## src/rtl/laser_timer_pkg.sv

```systemverilog
// laser_timer_pkg: shared state encoding and constants for the laser pulse timer.
package laser_timer_pkg;
   typedef enum logic [1:0] {OFF, ON, COOL} state_t;
   // A zero duration is clamped to this many ON cycles.
   localparam int MIN_DUR = 1;
endpackage

```

## src/rtl/laser_timer_ch.sv

```systemverilog
// laser_timer_ch: one pulse channel with ON/COOL/OFF sequencing, down-counter and done strobe.
module laser_timer_ch
   import laser_timer_pkg::*;
#(
   parameter int W        = 8,
   parameter int COOL_CYC = 2
) (
   input  logic         clk,
   input  logic         rst,
   input  logic         b,
   input  logic [W-1:0] dur,
   input  logic         retrig,
   input  logic         kill,
   output logic         x,
   output logic         done,
   output logic         active
);
   localparam logic [W-1:0] ONE = W'(1);
   state_t       state;
   logic [W-1:0] cnt;
   logic [W-1:0] load;
   assign load   = (dur == '0) ? W'(MIN_DUR) : dur;
   assign x      = state == ON;
   assign active = state != OFF;
   always_ff @(posedge clk or posedge rst) begin
      if (rst) begin
         state <= OFF;
         cnt   <= '0;
         done  <= 1'b0;
      end else begin
         done <= 1'b0;
         if (kill) begin
            state <= OFF;
            cnt   <= '0;
         end else begin
            case (state)
               OFF: if (b) begin
                  state <= ON;
                  cnt   <= load;
               end
               // Reload outranks expiry when both happen on the same edge.
               ON: if (retrig && b) cnt <= load;
                  else if (cnt == ONE) begin
                     done  <= 1'b1;
                     state <= (COOL_CYC == 0) ? OFF : COOL;
                     cnt   <= W'(COOL_CYC);
                  end else cnt <= cnt - ONE;
               COOL: if (cnt == ONE) begin
                  state <= OFF;
                  cnt   <= '0;
               end else cnt <= cnt - ONE;
               default: begin
                  state <= OFF;
                  cnt   <= '0;
               end
            endcase
         end
      end
   end
endmodule

```

## src/rtl/laser_pulse_timer.sv

```systemverilog
// laser_pulse_timer: CH independent laser pulse channels with shared duration, retrigger and kill.
module laser_pulse_timer
   import laser_timer_pkg::*;
#(
   parameter int CH       = 4,
   parameter int W        = 8,
   parameter int COOL_CYC = 2
) (
   input  logic          clk,
   input  logic          rst,
   input  logic [CH-1:0] b,
   input  logic [W-1:0]  dur,
   input  logic          retrig,
   input  logic          kill,
   output logic [CH-1:0] x,
   output logic [CH-1:0] done,
   output logic          busy
);
   logic [CH-1:0] active;
   for (genvar i = 0; i < CH; i++) begin : g_ch
      laser_timer_ch #(.W(W), .COOL_CYC(COOL_CYC)) u_ch (
         .clk(clk),
         .rst(rst),
         .b(b[i]),
         .dur(dur),
         .retrig(retrig),
         .kill(kill),
         .x(x[i]),
         .done(done[i]),
         .active(active[i])
      );
   end
   assign busy = |active;
endmodule

```

## config.mk

```make
export PLATFORM = sky130hd
export DESIGN_NAME = laser_pulse_timer
export DESIGN_NICKNAME = d
export VERILOG_FILES = /design/src/rtl/laser_timer_pkg.sv /design/src/rtl/laser_timer_ch.sv /design/src/rtl/laser_pulse_timer.sv
export SDC_FILE = /design/constraint.sdc
export NUM_CORES = 1
export LEC_CHECK = 0
export CAP_MARGIN = 10
export CORE_ASPECT_RATIO = 0.7
export CORE_MARGIN = 2
export CORE_UTILIZATION = 55
export DETAILED_ROUTE_END_ITERATION = 8
export DONT_BUFFER_PORTS = 1
export GPL_TIMING_DRIVEN = 0
export PLACE_DENSITY = 0.7
export SLEW_MARGIN = 20
export SYNTH_ARGS = -nofsm -noshare
export SYNTH_HDL_FRONTEND = slang
export SYNTH_SLANG_ARGS = --single-unit
export TNS_END_PERCENT = 30
```

## constraint.sdc

```tcl
create_clock -name clk -period 4.3 [get_ports clk]
set_input_delay 0.645 -clock clk [delete_from_list [all_inputs] [get_ports clk]]
set_output_delay 0.645 -clock clk [all_outputs]
set_load 0.02 [all_outputs]
```

Word level (Yosys, flattened, before mapping)
Index checks and enable logic that the tools add are counted.
W data, S select, Z words.
{ "op_classes": {"add_sub_neg": 4, "multipliers": 0, "n_div": 0, "n_lt_le_gt_ge": 0, "n_eq_ne": 28, "shifts": 0, "n_mux": 65, "bitwise_logic": 0, "reduce_logical": 18} }
{ "op_table": {"columns": ["op", "count"], "rows": [
  ["$mux W8", 21],
  ["$pmux W8 S3", 4],
  ["$mux W2", 20],
  ["$ne A3 B3 Y1 const B", 12],
  ["$eq A8 B1 Y1 const B", 4],
  ["$sub A8 B1 Y8 const B", 4],
  ["$pmux W2 S3", 4],
  ["$mux W1", 16],
  ["$reduce_and A4 Y1", 4],
  ["$ne A3 B2 Y1 const B", 4],
  ["$eq A2 B1 Y1 const B", 4],
  ["$eq A2 B2 Y1 const B", 4],
  ["$logic_not A2 Y1", 4],
  ["$logic_not A8 Y1", 1],
  ["$reduce_bool A2 Y1", 4],
  ["$logic_and A1 B1 Y1", 4],
  ["$reduce_or A4 Y1", 1]
]} }
{ "totals": {"regBits": 44, "latchBits": 0, "ram_bits": 0, "rom_bits": 0, "inputBits": 16, "output_inout_bits": 9, "word_cells": 127, "memories": 0} }

Logic depth before layout (Yosys ltp)
{ "depth": {"depth_word": 5, "mapped_depth": 7, "mapped_depth_nobuf": 7} }

Hierarchy
Synthesis repeated with hierarchy kept, for this count alone.
{ "unflattened": {"cells_unflattened": 333, "area_unflattened_um2": 2975.4} }
{ "modules_own_cells": {"columns": ["mod", "n_inst", "cells_each", "area_each_um2", "seq_area_each_um2"], "rows": [
  ["laser_timer_ch", 4, 83, 742.0, 275.3],
  ["laser_pulse_timer", 1, 1, 7.5, 0.0]
]} }

Least setup slack after synthesis
No wires, ideal clock.
{ "synth_timing": {"kind": "reg2reg", "start": "register g_ch[2].u_ch.cnt[3]", "end": "register g_ch[2].u_ch.cnt[1]", "setup_time_ns": 0.126, "t_arrival_ns": 1.828, "required_time_ns": 4.174, "setup_slack_ns": 2.346, "path_stages_with_launch": 6, "n_path_buf": 0, "synth_period_minus_slack_ns": 1.954, "path_cell_list": "dfrtp_1 > or4_4 > or4b_4 > nand2_2 > a221oi_2 > a221o_1"} }
{ "synth_between": {"elab_chain_cells": 5, "elab_cells_between_ends": 6, "classes_between": "eq/ne: 1; mux: 5"} }
{ "synth_lines": {"columns": ["element", "line_no", "source"], "rows": [
  ["from (decl)", "laser_timer_ch.sv:20", "logic [W-1:0] cnt;"],
  ["from (signal assigned)", "laser_timer_ch.sv:39", "cnt <= load;"],
  ["from (signal assigned)", "laser_timer_ch.sv:42", "ON: if (retrig && b) cnt <= load;"],
  ["from (signal assigned)", "laser_timer_ch.sv:46", "cnt <= W'(COOL_CYC);"],
  ["$eq A8 B1 Y1 *", "laser_timer_ch.sv:43, laser_timer_ch.sv:48", null],
  ["$mux W8", "laser_timer_ch.sv:43", "else if (cnt == ONE) begin"],
  ["$mux W8", "laser_timer_ch.sv:42", null],
  ["$pmux W8 S3 *", "laser_timer_ch.sv:36", "case (state)"],
  ["$mux W8 *", "laser_timer_ch.sv:32", "if (kill) begin"]
]} }
Mark *: on every way between the ends. The rest lies on a longest branch, timed or not.
A chain may end at the register's enable or synchronous reset.

Final worst setup path
{ "layout_timing": {"start": "register g_ch[0].u_ch.cnt[1]", "end": "register g_ch[0].u_ch.cnt[2]"} }
{ "layout_between": {"elab_chain_cells": 5, "elab_cells_between_ends": 7, "classes_between": "add/sub: 1; eq/ne: 1; mux: 5"} }
{ "layout_lines": {"columns": ["element", "line_no"], "rows": [
  ["from (decl)", "laser_timer_ch.sv:20"],
  ["from (signal assigned)", "laser_timer_ch.sv:39"],
  ["from (signal assigned)", "laser_timer_ch.sv:42"],
  ["from (signal assigned)", "laser_timer_ch.sv:46"],
  ["$sub A8 B1 Y8 or $eq A8 B1 Y1 (tied branches)", null],
  ["$mux W8", "laser_timer_ch.sv:43"],
  ["$mux W8", "laser_timer_ch.sv:42"],
  ["$pmux W8 S3 *", "laser_timer_ch.sv:36"],
  ["$mux W8 *", "laser_timer_ch.sv:32"]
]} }
Marks and branches as above.

==> results.sh <==
export IMPL_viasPerCell=6.104
export IMPL_fillers=420
export IMPL_antenna_cells=0
export IMPL_grt_max_degree=34
export IMPL_clock_sinks=44
export IMPL_io_pins=25
export IMPL_grt_overflow=0
export IMPL_cts_resized=0
export IMPL_power_w=0.001151
export IMPL_ys_ff_latch=44
export IMPL_path_delay_family="simple AND/OR/NAND/NOR gates"
export IMPL_p_int_w=0.0007749
export IMPL_clkTransAtPathRegs_ns=0.09
export IMPL_cp_slowest_stage_delay_ns=0.41
export IMPL_clk_latency_ns=0.31
export IMPL_dr_pass1_iters=4
export IMPL_antenna_found_initial=0
export IMPL_clockRootBuffer="clkbuf_8"
export IMPL_slew_viol_final=0
export IMPL_die_area_mm2=0.005521
export IMPL_seq_area_frac_synth_pct=40.57
export IMPL_crit_buf_inv=1
export IMPL_dp_hpwl_um=4799
export IMPL_max_vdd_ir_drop_mv=0.2137
export IMPL_outcome="finished, final reports clean"
export IMPL_io_buffers=0
export IMPL_final_period_utilization_pct=51.80
export IMPL_globalRoute_busiestLayer="met1"
export IMPL_final_util_pct=62.25
export IMPL_synthArstFlopShare_pct=100.0
export IMPL_relSlewSlack_pct=32.13
export IMPL_synth_enable_flop_cells=0
export IMPL_core_mm2=0.004756
export IMPL_reg2reg_depth=7
export IMPL_power_net_switching_w=0.0003765
export IMPL_synth_area_mm2=0.002714
export IMPL_finalClockSkew_ns=0.01394
export IMPL_setup_tns_final_ns=0
export IMPL_grtUsageMet2_pct=37.59
export IMPL_power_frac_comb_pct=25.3
export IMPL_cp_start_kind="flip-flop"
export IMPL_avgSynthCellArea_um2=8.840
export IMPL_start_util_pct=57.06
export IMPL_dieHeight_um=62.77
export IMPL_grt_use_total_pct=27.66
export IMPL_grt_pass1_wl_um=11660
export IMPL_final_nets=339
export IMPL_power_density_mw_per_mm2=388.9
export IMPL_layout_drive_gt1_share_pct=9.177
export IMPL_post_cts_buffers=0
export IMPL_hold_viol_final=0
export IMPL_arrival_ns=2.41
export IMPL_cts_tree="yes"
export IMPL_r2r_slack_ns=2.07
export IMPL_cts_buffers_inserted=5
export IMPL_rr_endpoint="g_ch[0].u_ch.cnt[2]$_DFFE_PP0N_"
export IMPL_ant_nets=0
export IMPL_maxCapViolCount=0
export IMPL_crit_type="reg2reg"
export IMPL_synthFlopType="dfrtp_1"
export IMPL_drc_errors=0
export IMPL_yosysUniqueCellTypes=48
export IMPL_synth_area_leaders="dfrtp_1 (41%), a22oi_1 (5.5%), o21ai_0 (4.8%)"
export IMPL_vias=2350
export IMPL_cts_max_level=2
export IMPL_synth_top_area_share_pct=40.57
export IMPL_yosys_warnings=0
export IMPL_worst_slew_pin_slew_ns=1.010
export IMPL_grt_setup_unrepaired="false"
export IMPL_place_gp_congestion=0.8817
export IMPL_synth_top_cell_by_area="dfrtp_1"
export IMPL_cp_max_fo=8
export IMPL_end_kind="flip-flop"
export IMPL_crit_slowest_cell="dfrtp_1"
export IMPL_synthCells=307
export IMPL_clockBufferDepth=2
export IMPL_drt_iter0_markers=222
export IMPL_grt_met1_usage_pct=43.39
export IMPL_die_width_um=87.96
export IMPL_pwr_share_clk_pct=30.0
export IMPL_core_rowCount=21
export IMPL_routed_wl_um=6936
export IMPL_area_growth_pct=9.083
export IMPL_r2r_start="g_ch[0].u_ch.cnt[1]$_DFFE_PP0N_"
export IMPL_crit_required_ns=4.48
export IMPL_grt_pass1_vias=2255
export IMPL_setup_violations=0
export IMPL_period_needed_ns=2.227
export IMPL_fmax_mhz=448.9
export IMPL_hold_path_class="in2async"
export IMPL_met3_usage_pct=5.416
export IMPL_p_seq_share_pct=44.7
export IMPL_syn_nets=331
export IMPL_leakagePower_nw=1.248
export IMPL_wl_per_cell_um=18.02
export IMPL_cts_hold_buf=0
export IMPL_path_cells="inv_1 -> ha_1 -> nor4b_1 -> nand2_1 -> nand3b_1 -> nor3b_1 -> or3_1"
export IMPL_switching_share_pct=32.70
-- cell families (layout without fill, tap and decap cells) --
logic type / after synthesis / count (layout) / synth area share (%)
buffers and inverters: 37 / 46 / 6.362
adder cells (fa/ha/maj): 8 / 8 / 3.688
AO/OA/AOI/OAI: 99 / 99 / 24.76
AND/OR/NAND/NOR: 109 / 109 / 21.39
flip-flops: 44 / 44 / 40.57
XOR/XNOR: 10 / 10 / 3.228
-- power groups by stage --
stage                     logic [W]  registers, W  clock network (W)
after floorplan            0.000238      0.000505                  0
after global placement     0.000277      0.000517                  0
after detailed placement   0.000290      0.000519                  0
after CTS                  0.000291      0.000512           0.000353
after global routing       0.000332      0.000522           0.000374
final                      0.000292      0.000514           0.000346
-- cells in the mapped netlist (4+ instances only) --
cell       n
a21oi_1   17
inv_1     20
o31ai_1    5
a211oi_1   4
nor2_1    16
a21o_1     5
nand3_1   10
xnor2_1    8
nor3_1    15
dfrtp_1   44
nor4_1    12
clkbuf_1   7
o21ai_0   26
or3_1      6
a221o_1    5
buf_4      9
a22oi_1   20
nor3b_1    4
nand2_1   25
ha_1       8
nor2b_1    5
-- layout make-up --
cell class / instances / area [um^2] / share of cell area, %
clock buffer: 6 / 82.58 / 2.790
clock inverter: 2 / 38.79 / 1.310
sequential: 44 / 1101 / 37.19
tap: 69 / 86.33 / 2.916
inverter: 20 / 75.07 / 2.536
multi-input combinational: 226 / 1459 / 49.28
buffer: 17 / 97.59 / 3.297
timing repair buffer: 1 / 20.02 / 0.6762
-- metal layers --
metal	wire length (um)	part of all wire (%)
met1	3446	50
met2	2912	42
met3	430	6.2
met4	146	2.1
met5	0	0
-- sequential cells by signal, summed over array words and instances, names as in the netlist --
register and flops:
g_ch.u_ch.cnt 32, g_ch.u_ch.done 4, g_ch.u_ch.state 8
-- how the worst max path moves through the flow --
stage | depth (start not counted) | start | slack (ns) | endpoint
final | 7 | g_ch[0].u_ch.cnt[1]$_DFFE_PP0N_ | 2.07 | g_ch[0].u_ch.cnt[2]$_DFFE_PP0N_
after global routing | 7 | g_ch[0].u_ch.cnt[1]$_DFFE_PP0N_ | 1.89 | g_ch[0].u_ch.cnt[2]$_DFFE_PP0N_
after CTS | 7 | g_ch[0].u_ch.cnt[1]$_DFFE_PP0N_ | 2.11 | g_ch[0].u_ch.cnt[2]$_DFFE_PP0N_
after detailed placement | 5 | retrig | 2.01 | g_ch[3].u_ch.cnt[7]$_DFFE_PP0N_
after global placement | 4 | kill | 1.98 | g_ch[3].u_ch.cnt[6]$_DFFE_PP0N_
after floorplan | 5 | g_ch[2].u_ch.cnt[3]$_DFFE_PP0N_ | 2.35 | g_ch[2].u_ch.cnt[1]$_DFFE_PP0N_
-- cells in the final DEF (no fill, tap or decap), types with 3 or more instances in the layout --
| master | netlist | final |
|---|---|---|
| a211oi_1 | 4 | 4 |
| nand2_1 | 25 | 25 |
| nor3_1 | 15 | 15 |
| buf_4 | 9 | 9 |
| nor4_1 | 12 | 9 |
| dfrtp_1 | 44 | 44 |
| nor2b_1 | 5 | 5 |
| clkbuf_8 | 0 | 6 |
| clkbuf_1 | 7 | 7 |
| a21o_1 | 5 | 5 |
| xnor2_1 | 8 | 8 |
| nor4_2 | 0 | 3 |
| or3_1 | 6 | 6 |
| ha_1 | 8 | 8 |
| nor2_1 | 16 | 16 |
| nand3_1 | 10 | 10 |
| a21oi_1 | 17 | 17 |
| a22oi_1 | 20 | 20 |
| a221o_1 | 5 | 5 |
| o21ai_0 | 26 | 26 |
| inv_1 | 20 | 19 |
| o31ai_1 | 5 | 5 |
| nor3b_1 | 4 | 4 |
-- metrics by stage --
stage / hold slack [ns] / setup slack (ns) / instance area [um^2] / instances
after detailed placement: 0.4951 / 2.013 / 2839 / 377
after global placement: 0.5107 / 1.981 / 2800 / 376
after CTS: 0.1617 / 2.112 / 2960 / 385
after global routing: 0.1561 / 1.891 / 2960 / 385
after floorplan: 0.4732 / 2.346 / 2714 / 307
final: 0.1505 / 2.073 / 2960 / 385
No activity file was read; power rests on OpenSTA's default activity.
